===== config.mk =====
export PLATFORM = sky130hd
export DESIGN_NAME = uart_tx_sched
export DESIGN_NICKNAME = d
export VERILOG_FILES = /design/src/rtl/uart_pkg.sv /design/src/rtl/uart_tx_sched_rr_pick.sv /design/src/rtl/uart_tx_sched.sv
export SDC_FILE = /design/constraint.sdc
export NUM_CORES = 1
export LEC_CHECK = 0
export ABC_AREA = 1
export ABC_CLOCK_PERIOD_IN_PS = 2000
export BUFFER_PORTS_ARGS = -buffer_cell sky130_fd_sc_hd__buf_2
export CORE_UTILIZATION = 50
export CTS_BUF_LIST = sky130_fd_sc_hd__clkbuf_4
export DETAILED_ROUTE_END_ITERATION = 6
export PLACE_DENSITY = 0.81
export SYNTH_ARGS = -nofsm -noshare
export SYNTH_HDL_FRONTEND = slang
export SYNTH_SLANG_ARGS = --single-unit
export TNS_END_PERCENT = 1

===== constraint.sdc =====
create_clock -name clk -period 2 [get_ports clk]
set_input_delay 0.3 -clock clk [delete_from_list [all_inputs] [get_ports clk]]
set_output_delay 0.3 -clock clk [all_outputs]
set_load 0.005 [all_outputs]

===== src/rtl/uart_pkg.sv =====
`default_nettype none
// ============================================================================
// Module : uart_pkg
// Brief  : Shared state encoding and byte width for the UART TX scheduler.
// Rev    : 1.0
// ============================================================================
package uart_pkg;

    localparam int UART_DATA_W = 8;

    typedef enum logic [1:0] {
        IDLE    = 2'd0,
        START   = 2'd1,
        WAIT_HI = 2'd2,
        WAIT_LO = 2'd3
    } sched_state_t;

endpackage
`default_nettype wire


===== src/rtl/uart_tx_sched_rr_pick.sv =====
`default_nettype none
// ============================================================================
// Module : rr_pick
// Brief  : Combinational round-robin picker: first set request at or above ptr.
// Rev    : 1.0
// ============================================================================
module rr_pick #(
    parameter int N     = 4,
    parameter int PTR_W = 2
) (
    input  logic [N-1:0]     req,
    input  logic [PTR_W-1:0] ptr,
    output logic [N-1:0]     gnt_oh,
    output logic             valid
);

    // First pass covers [ptr, N-1]; second pass wraps around to [0, ptr-1].
    always_comb begin
        gnt_oh = '0;
        valid  = 1'b0;
        for (int i = 0; i < N; i++) begin
            if (!valid && req[i] && (i >= int'(ptr))) begin
                gnt_oh[i] = 1'b1;
                valid     = 1'b1;
            end
        end
        for (int i = 0; i < N; i++) begin
            if (!valid && req[i]) begin
                gnt_oh[i] = 1'b1;
                valid     = 1'b1;
            end
        end
    end

endmodule
`default_nettype wire


===== src/rtl/uart_tx_sched.sv =====
`default_nettype none
// ============================================================================
// Module : uart_tx_sched
// Brief  : Round-robin scheduler sharing one UART transmitter among NUM_REQ
//          producers, with burst lock. Optional timeout: UART_TX_SCHED_TIMEOUT_EN.
// Rev    : 1.0
// ============================================================================
module uart_tx_sched
    import uart_pkg::*;
#(
    parameter int NUM_REQ     = 4,
    parameter int DATA_W      = UART_DATA_W,
    parameter int TIMEOUT_CYC = 4096
) (
    input  logic                      clk,
    input  logic                      rst_n,
    input  logic [NUM_REQ-1:0]        req,
    input  logic [NUM_REQ*DATA_W-1:0] req_data,
    input  logic [NUM_REQ-1:0]        req_last,
    output logic [NUM_REQ-1:0]        ack,
    output logic [NUM_REQ-1:0]        gnt,
    output logic                      tx_en,
    output logic [DATA_W-1:0]         tx_data,
    input  logic                      tx_busy,
    output logic                      err
);

    localparam int               PTR_W    = (NUM_REQ > 1) ? $clog2(NUM_REQ) : 1;
    localparam logic [PTR_W-1:0] LAST_IDX = PTR_W'(NUM_REQ - 1);

    if (NUM_REQ < 1) begin : g_chk_num_req
        $error("uart_tx_sched: NUM_REQ must be >= 1");
    end
    if (TIMEOUT_CYC < 2) begin : g_chk_timeout
        $error("uart_tx_sched: TIMEOUT_CYC must be >= 2");
    end

    sched_state_t         r_state;
    sched_state_t         w_next;
    logic [PTR_W-1:0]     r_ptr;
    logic [PTR_W-1:0]     r_owner;
    logic [PTR_W-1:0]     w_pick_idx;
    logic [PTR_W-1:0]     w_ptr_adv;
    logic [NUM_REQ-1:0]   w_pick_oh;
    logic                 w_pick_valid;
    logic [NUM_REQ-1:0]   r_gnt;
    logic [NUM_REQ-1:0]   r_ack;
    logic                 r_tx_en;
    logic [DATA_W-1:0]    r_tx_data;
    logic                 r_lock;
    logic                 r_err;
    logic                 w_waiting;
    logic                 w_wait_done;
    logic                 w_timeout;
    logic                 w_grant;
    logic                 w_issue;
    logic                 w_release;

    rr_pick #(
        .N     (NUM_REQ),
        .PTR_W (PTR_W)
    ) u_rr_pick (
        .req    (req),
        .ptr    (r_ptr),
        .gnt_oh (w_pick_oh),
        .valid  (w_pick_valid)
    );

    always_comb begin
        w_pick_idx = '0;
        for (int i = 0; i < NUM_REQ; i++) begin
            if (w_pick_oh[i]) begin
                w_pick_idx = PTR_W'(i);
            end
        end
    end

    assign w_ptr_adv   = (r_owner == LAST_IDX) ? '0 : r_owner + 1'b1;
    assign w_waiting   = (r_state == WAIT_HI) || (r_state == WAIT_LO);
    assign w_wait_done = ((r_state == WAIT_HI) &&  tx_busy) ||
                         ((r_state == WAIT_LO) && !tx_busy);

`ifdef UART_TX_SCHED_TIMEOUT_EN
    localparam int CNT_W = $clog2(TIMEOUT_CYC);

    logic [CNT_W-1:0] r_wait_cnt;

    // Restarts from zero on every entry into WAIT_HI / WAIT_LO.
    always_ff @(posedge clk or negedge rst_n) begin
        if (!rst_n) begin
            r_wait_cnt <= '0;
        end else if (w_waiting && !w_wait_done && !w_timeout) begin
            r_wait_cnt <= r_wait_cnt + 1'b1;
        end else begin
            r_wait_cnt <= '0;
        end
    end

    assign w_timeout = w_waiting && !w_wait_done &&
                       (r_wait_cnt == CNT_W'(TIMEOUT_CYC - 1));
`else
    assign w_timeout = 1'b0;
`endif

    always_ff @(posedge clk or negedge rst_n) begin
        if (!rst_n) begin
            r_state <= IDLE;
        end else begin
            r_state <= w_next;
        end
    end

    always_comb begin
        w_next = r_state;
        case (r_state)
            IDLE:    if (!tx_busy && w_pick_valid) w_next = START;
            START:   w_next = WAIT_HI;
            WAIT_HI: begin
                if (w_timeout)    w_next = IDLE;
                else if (tx_busy) w_next = WAIT_LO;
            end
            WAIT_LO: begin
                if (w_timeout)     w_next = IDLE;
                else if (!tx_busy) w_next = (r_lock && req[r_owner]) ? START : IDLE;
            end
            default: w_next = IDLE;
        endcase
    end

    always_comb begin
        w_grant   = 1'b0;
        w_issue   = 1'b0;
        w_release = 1'b0;
        case (r_state)
            IDLE:    w_grant   = (w_next == START);
            START:   w_issue   = 1'b1;
            WAIT_HI: w_release = w_timeout;
            WAIT_LO: w_release = (w_next == IDLE);
            default: ;
        endcase
    end

    // Strobes default low so ack/tx_en/err can only ever be single-cycle pulses.
    always_ff @(posedge clk or negedge rst_n) begin
        if (!rst_n) begin
            r_ptr     <= '0;
            r_owner   <= '0;
            r_gnt     <= '0;
            r_ack     <= '0;
            r_tx_en   <= 1'b0;
            r_tx_data <= '0;
            r_lock    <= 1'b0;
            r_err     <= 1'b0;
        end else begin
            r_ack   <= '0;
            r_tx_en <= 1'b0;
            r_err   <= 1'b0;
            if (w_grant) begin
                r_gnt   <= w_pick_oh;
                r_owner <= w_pick_idx;
            end
            if (w_issue) begin
                r_tx_en   <= 1'b1;
                r_tx_data <= req_data[int'(r_owner) * DATA_W +: DATA_W];
                r_ack     <= r_gnt;
                r_lock    <= ~req_last[r_owner];
            end
            if (w_release) begin
                r_gnt  <= '0;
                r_ptr  <= w_ptr_adv;
                r_lock <= 1'b0;
                r_err  <= w_timeout;
            end
        end
    end

    assign ack     = r_ack;
    assign gnt     = r_gnt;
    assign tx_en   = r_tx_en;
    assign tx_data = r_tx_data;
    assign err     = r_err;

endmodule
`default_nettype wire

* Yosys cells after proc, flatten, opt, wreduce, memory -nomap -nowiden *
Index checks and enable logic that the tools add are counted.

word-level totals
  bits in registers = 24
  input port bits = 43
  output and inout bits = 18
  logic and storage cells = 81

cells by class
  add/sub/neg operators = 1
  $lt $le $gt $ge = 4
  equality and inequality tests = 5
  shift-type cells = 1
  muxes and demuxes = 37
  bitwise gates (word level) = 1
  reduce and logical (&&, ||, !) cells = 24

operator list
  cell                                                                                number
  32-bit by 6-bit indexed part select with 8-bit output                               1
  1-bit two-way mux                                                                   25
  1-bit logical AND                                                                   12
  2-bit two-way mux                                                                   6
  4-bit two-way mux                                                                   3
  1-bit logical NOT                                                                   8
  2-bit one-hot mux with 4 select lines                                               1
  2-bit == test, second input constant                                                3
  1-bit binary-select mux with 2-bit select                                           2
  2-bit by 1-bit == test with 1-bit output, second input constant                     2
  1-bit by 2-bit greater-or-equal comparator with 1-bit output, first input constant  2
  2-bit logical NOT                                                                   2
  2-bit nonzero test                                                                  2
  2-bit by 3-bit < comparator with 1-bit output, second input constant                1
  2-bit by 1-bit adder with 2-bit output, second input constant                       1
  2-bit greater-or-equal comparator, first input constant                             1
  1-bit NOT                                                                           1

* Logic depth before layout (Yosys ltp) *
  word-level depth = 33
  mapped depth = 10
  mapped depth without buffers = 9

* Cells and area by module *
A second synthesis with hierarchy kept.

second synthesis, totals
  cell total of the unflattened synthesis = 190
  area total of the unflattened synthesis = 1392.6 um2

by module, submodules not included
  module         times used  cells each  area an instance (um2)  sequential area each (um2)
  uart_tx_sched  1           168         1276.2                  600.6
  rr_pick        1           22          116.4                   0.0

* Least setup slack after synthesis *
No wires, ideal clock.

  path type = register -> register
  start point = register r_ptr[1]
  end point = register r_owner[1]
  setup time = 0.127 ns
  arrival = 1.138 ns
  data required time = 1.873 ns
  path slack = 0.735 ns
  cell stages (with the launch flop) = 11
  path buffers = 1
  clock period less this slack = 1.265 ns
  path through = dfrtp_1 nand2_1 nand2_2 nand3_4 nor2_8 nand4_4 nand2_2 buf_6 inv_2 nand2_2 nand3_1

on the way
  cells in the longest elaborated chain, start to end = 31
  elaborated cells on any way between the ends = 39
  those cells by class = 3 x order compare; 1 x eq/ne; 17 x mux; 18 x reduce/logical

RTL lines
  item                                                          RTL line                     RTL
  start, declared                                               uart_tx_sched.sv:40          logic [PTR_W-1:0] r_ptr;
  start signal, assigned                                        uart_tx_sched.sv:170         r_ptr <= w_ptr_adv;
  1-bit by 2-bit greater-or-equal comparator with 1-bit output  uart_tx_sched_rr_pick.sv:22  if (!valid && req[i] && (i >= int'(ptr))) begin
  1-bit logical AND                                             uart_tx_sched_rr_pick.sv:22
  1-bit two-way mux                                             uart_tx_sched_rr_pick.sv:22
  1-bit logical NOT                                             uart_tx_sched_rr_pick.sv:22
  1-bit logical AND (2 in series)                               uart_tx_sched_rr_pick.sv:22
  1-bit two-way mux                                             uart_tx_sched_rr_pick.sv:22
  1-bit logical NOT                                             uart_tx_sched_rr_pick.sv:22
  1-bit logical AND (2 in series)                               uart_tx_sched_rr_pick.sv:22
  [13 not listed]                                               --
  1-bit logical NOT                                             uart_tx_sched_rr_pick.sv:28  if (!valid && req[i]) begin
  1-bit logical AND                                             uart_tx_sched_rr_pick.sv:28
  1-bit two-way mux                                             uart_tx_sched_rr_pick.sv:28
  1-bit logical AND                                             uart_tx_sched.sv:116         IDLE: if (!tx_busy && w_pick_valid) w_next = START;
  2-bit two-way mux                                             uart_tx_sched.sv:116
  2-bit one-hot mux with 4 select lines                         uart_tx_sched.sv:115         case (r_state)
  2-bit by 1-bit == test with 1-bit output                      uart_tx_sched.sv:135         IDLE: w_grant = (w_next == START);
  1-bit two-way mux                                             uart_tx_sched.sv:134         case (r_state)
  end signal, assigned                                          uart_tx_sched.sv:160         r_owner <= w_pick_idx;
  end, declared                                                 uart_tx_sched.sv:41          logic [PTR_W-1:0] r_owner;

Several ways; a longest one is shown, not always the timed one.
A chain may end at the register's enable or synchronous reset.

* Worst setup path in the final report *
  start point = register r_state[1]
  end point = register r_lock

on the way
  cells in the longest elaborated chain, start to end = 5
  elaborated cells on any way between the ends = 13
  those cells by class = 3 x eq/ne; 7 x mux; 3 x reduce/logical

RTL lines
  item                                                            RTL line                                    RTL
  start, declared                                                 uart_tx_sched.sv:38                         sched_state_t r_state;
  start signal, assigned                                          uart_tx_sched.sv:109                        r_state <= w_next;
  2-bit == test, or another cell as far along                     uart_tx_sched.sv:115, uart_tx_sched.sv:134
  2-bit one-hot mux with 4 select lines                           uart_tx_sched.sv:115
  2-bit logical NOT                                               uart_tx_sched.sv:138                        WAIT_LO: w_release = (w_next == IDLE);
  1-bit two-way mux                                               uart_tx_sched.sv:134
  1-bit two-way mux / 2-bit nonzero test (equally long branches)  --
  end signal, assigned                                            uart_tx_sched.sv:166                        r_lock <= ~req_last[r_owner];
  end, declared                                                   uart_tx_sched.sv:50                         logic r_lock;

Several ways; a longest one is shown, not always the timed one.

==> parameters.txt <==
Parameter                              Value

Placed design
  Setup WS pre-CTS ... 497 ps
  Routability-driven placement congestion ratio ... 0.838
  Buffers added on ports ... 59
  HPWL after detailed placement ... 2450 um

Worst setup path
  Crit path kind ... register to register
  Setup slack of the worst register-to-register path ... 480 ps
  Max stage delay cell, worst path ... dfrtp_1
  Type of element launching the critical path ... register
  CP Max Fanout ... 11
  Critical path capture point type ... register
  Delay contributed by the slowest stage of the critical path ... 470 ps
  Cell class contributing the biggest share of worst-path delay ... simple AND/OR/NAND/NOR gates
  CP Data Arrival Time ... 1780 ps
  Crit Reg-Reg Startpoint ... r_state[1]
  Required time of the critical path ... 2270 ps
  Buffer and inverter count on the worst path ... 1
  Endpoint of the most critical register-to-register path ... r_lock
  Cell-by-cell listing of the critical path ... nor3_1, nand2_2, nand3_1, nand2_1, inv_1
  Number of cells on the worst reg-to-reg path ... 5

Timing
  Accumulated negative setup slack ... 0 ps
  Layout Skew ... 9.17 ps
  RSZ-0062 raised after global routing ... false
  Final critical path time including I/O delays and setup ... 1520 ps
  Setup slack of the critical path after layout ... 483 ps
  Period Utilization, post-route ... 75.8%
  Tightest hold margin ... 243 ps
  Total count of hold-check failures in the final report ... 0
  Final max-slew violation count ... 0
  Worst Max-Slew Pin Slew ... 531 ps
  Maximum achievable frequency ... 659 MHz
  Max_slew headroom ... 64.6%
  Final setup violation count ... 0

GRT
  Antenna violations before repair ... 0
  First-pass GRT wire length ... 5170 um
  All-Layer GR Usage ... 24.7%
  Grt total ovfl ... 0
  Via count of the first global-routing pass ... 1,211
  Pin count of the biggest net entering global routing ... 25

Detailed routing
  DR iter-0 viols ... 24
  Top routing layer used ... met4
  DRC viols ... 0
  Mean routed wirelength per cell ... 11.9 um
  Routed via count divided by cell count ... 5.19
  First-pass iteration count of the detailed router ... 4
  WL met2 ... 1650 um
  Amount of wire on met3 after detailed routing ... 154 um
  Total wirelength of the detailed-routed design ... 3240 um
  Total via count after detailed routing ... 1,412
  Met1 wire length ... 1370 um
  Final antenna-violating net count ... 0

Floorplan
  Total I/O pin count ... 61
  FP Rows ... 18
  Die Width ... 54.7 um
  Total core area ... 0.00254 mm2
  Overall die height ... 54.7 um
  Die Outline Area ... 0.00299 mm2
  Starting Density ... 54.6%

Clocking
  # H-tree levels ... 1
  Buffers from clock root to sink, at most ... 2
  TritonCTS clock tree ... done
  Clock latency on the worst-skew pair ... 320 ps
  Total of cells resized after clock tree synthesis ... 0
  Total CTS buffers ... 3
  Root Buffer Master ... clkbuf_4
  Reg clk slew, reported paths ... 140 ps
  Clock sinks ... 24

Finish
  Most common cell after layout, fill and taps aside ... buf_2
  Ant diodes ... 0
  Layout net count ... 287
  Post-layout util ... 69.2%
  Fill count ... 223
  Commonest cells after routing, fill and taps aside ... 59 x buf_2, 48 x nor2_1, 25 x nand2_1
  Share of layout cells above drive strength 1 ... 32.6%
  Layout-stage area growth over the synthesis result ... 26.8%

Synthesis
  Sequential element share of the synthesized area ... 43.2%
  Synthesis Warnings ... 0
  Synthesized flop and latch total ... 24
  Post-Syn Area per Cell ... 7.59 um2
  Synthesized netlist net count ... 227
  Instance count of the mapped netlist ... 183
  Number of distinct library cells after synthesis ... 28
  Netlist area before placement ... 0.00139 mm2

Power
  Power after layout ... 2240 uW
  LEAKAGE ... 0.000940 uW
  Total power divided by cell area ... 1270 mW/mm2
  Maximum ir drop on the vdd rail ... 0.821 mV

Worst hold path
  Destination of the worst hold path ... r_state[0]
  Hold Crit Class ... input pin to register
  Worst hold start ... tx_busy
  Worst Hold Depth ... 3

Job
  Count of maximum capacitance violations ... 0

Run status
  Run status ... finished, final reports clean
==> report_power, final <==
part	internal [uW]	total, uW	switching (uW)
clock network	203	353	150
registers	677	806	129
logic	429	1080	652
==> registers in the layout, indices dropped and copies added (netlist names) <==
| name | cells |
|---|---|
| tx_data | 8 |
| ack | 4 |
| gnt | 4 |
| r_owner | 2 |
| r_ptr | 2 |
| r_state | 2 |
| r_lock | 1 |
| tx_en | 1 |
==> worst reg2reg max path, cell delays in order, from the launching register on <==
cell	delay, ps
dfrtp_1	470
nor3_1	440
nand2_2	240
nand3_1	180
nand2_1	70
inv_1	50
==> per-stage QoR <==
stage	instance area (um2)	cells
floorplan	1390	183
global placement	1700	267
detailed placement	1700	267
CTS	1760	272
global route	1760	272
finish	1760	272
==> metal layers <==
layer / up-vias / GRT usage [%]
met5: - / 0
met4: 0 / 10.7
met3: 8 / 3.89
met2: 40 / 43.0
met1: 649 / 29.6
li1: 715 / -
==> logic make-up after synthesis <==
logic type	count (synthesis)	synth area share (%)
and+or+nand+nor	95	32.5
AOI/OAI and AO/OA	36	14.9
buffers and inverters	26	8.20
DFF	24	43.2
adders and majority gates	1	0.901
other	1	0.270
==> layout make-up <==
class	count	area [um2]	area share (%)
inverters	18	67.6	3.84
well taps	30	37.5	2.13
repair buffers	63	328	18.6
clock buffers	3	22.5	1.28
multi-input cells	133	674	38.3
clock inverters	1	30.0	1.71
flip-flops and latches	24	601	34.1
==> synthesized netlist by cell type (all sizes together) <==
cell type   n  area, um2
buf         7       42.5
nand4       5       46.3
nand2      31        131
conb        1       3.75
a21oi       4       20.0
ha          1       12.5
o21ai      18       90.1
nand3       8       57.6
o2111ai     1       8.76
clkinv      1       3.75
dfrtp      24        601
a211oi      1       7.51
a31oi       8       50.1
nor3        1       5.00
o211ai      4       30.0
clkbuf      1       3.75
inv        17       63.8
nor2       50        211
==> worst max-delay path by stage <==
| stage | from | to | slack (ps) | cells past startpoint |
|---|---|---|---|---|
| 3_3_place_gp | r_ptr[1] | r_ptr[1] | 550 | 9 |
| 6_report | r_state[1] | r_lock | 480 | 5 |
| 5_1_grt | r_state[1] | r_lock | 340 | 5 |
| 3_5_place_dp | r_state[1] | r_ptr[1] | 500 | 5 |
| 2_1_floorplan | r_ptr[1] | r_owner[1] | 730 | 10 |
| 4_1_cts | r_state[1] | r_lock | 440 | 5 |
==> timing repair <==
action	4_1_cts	5_1_grt
setup buffers	0	0
hold endpoints to repair	24	0
hold buffers	1	0
No activity file was read; power rests on OpenSTA's default activity.
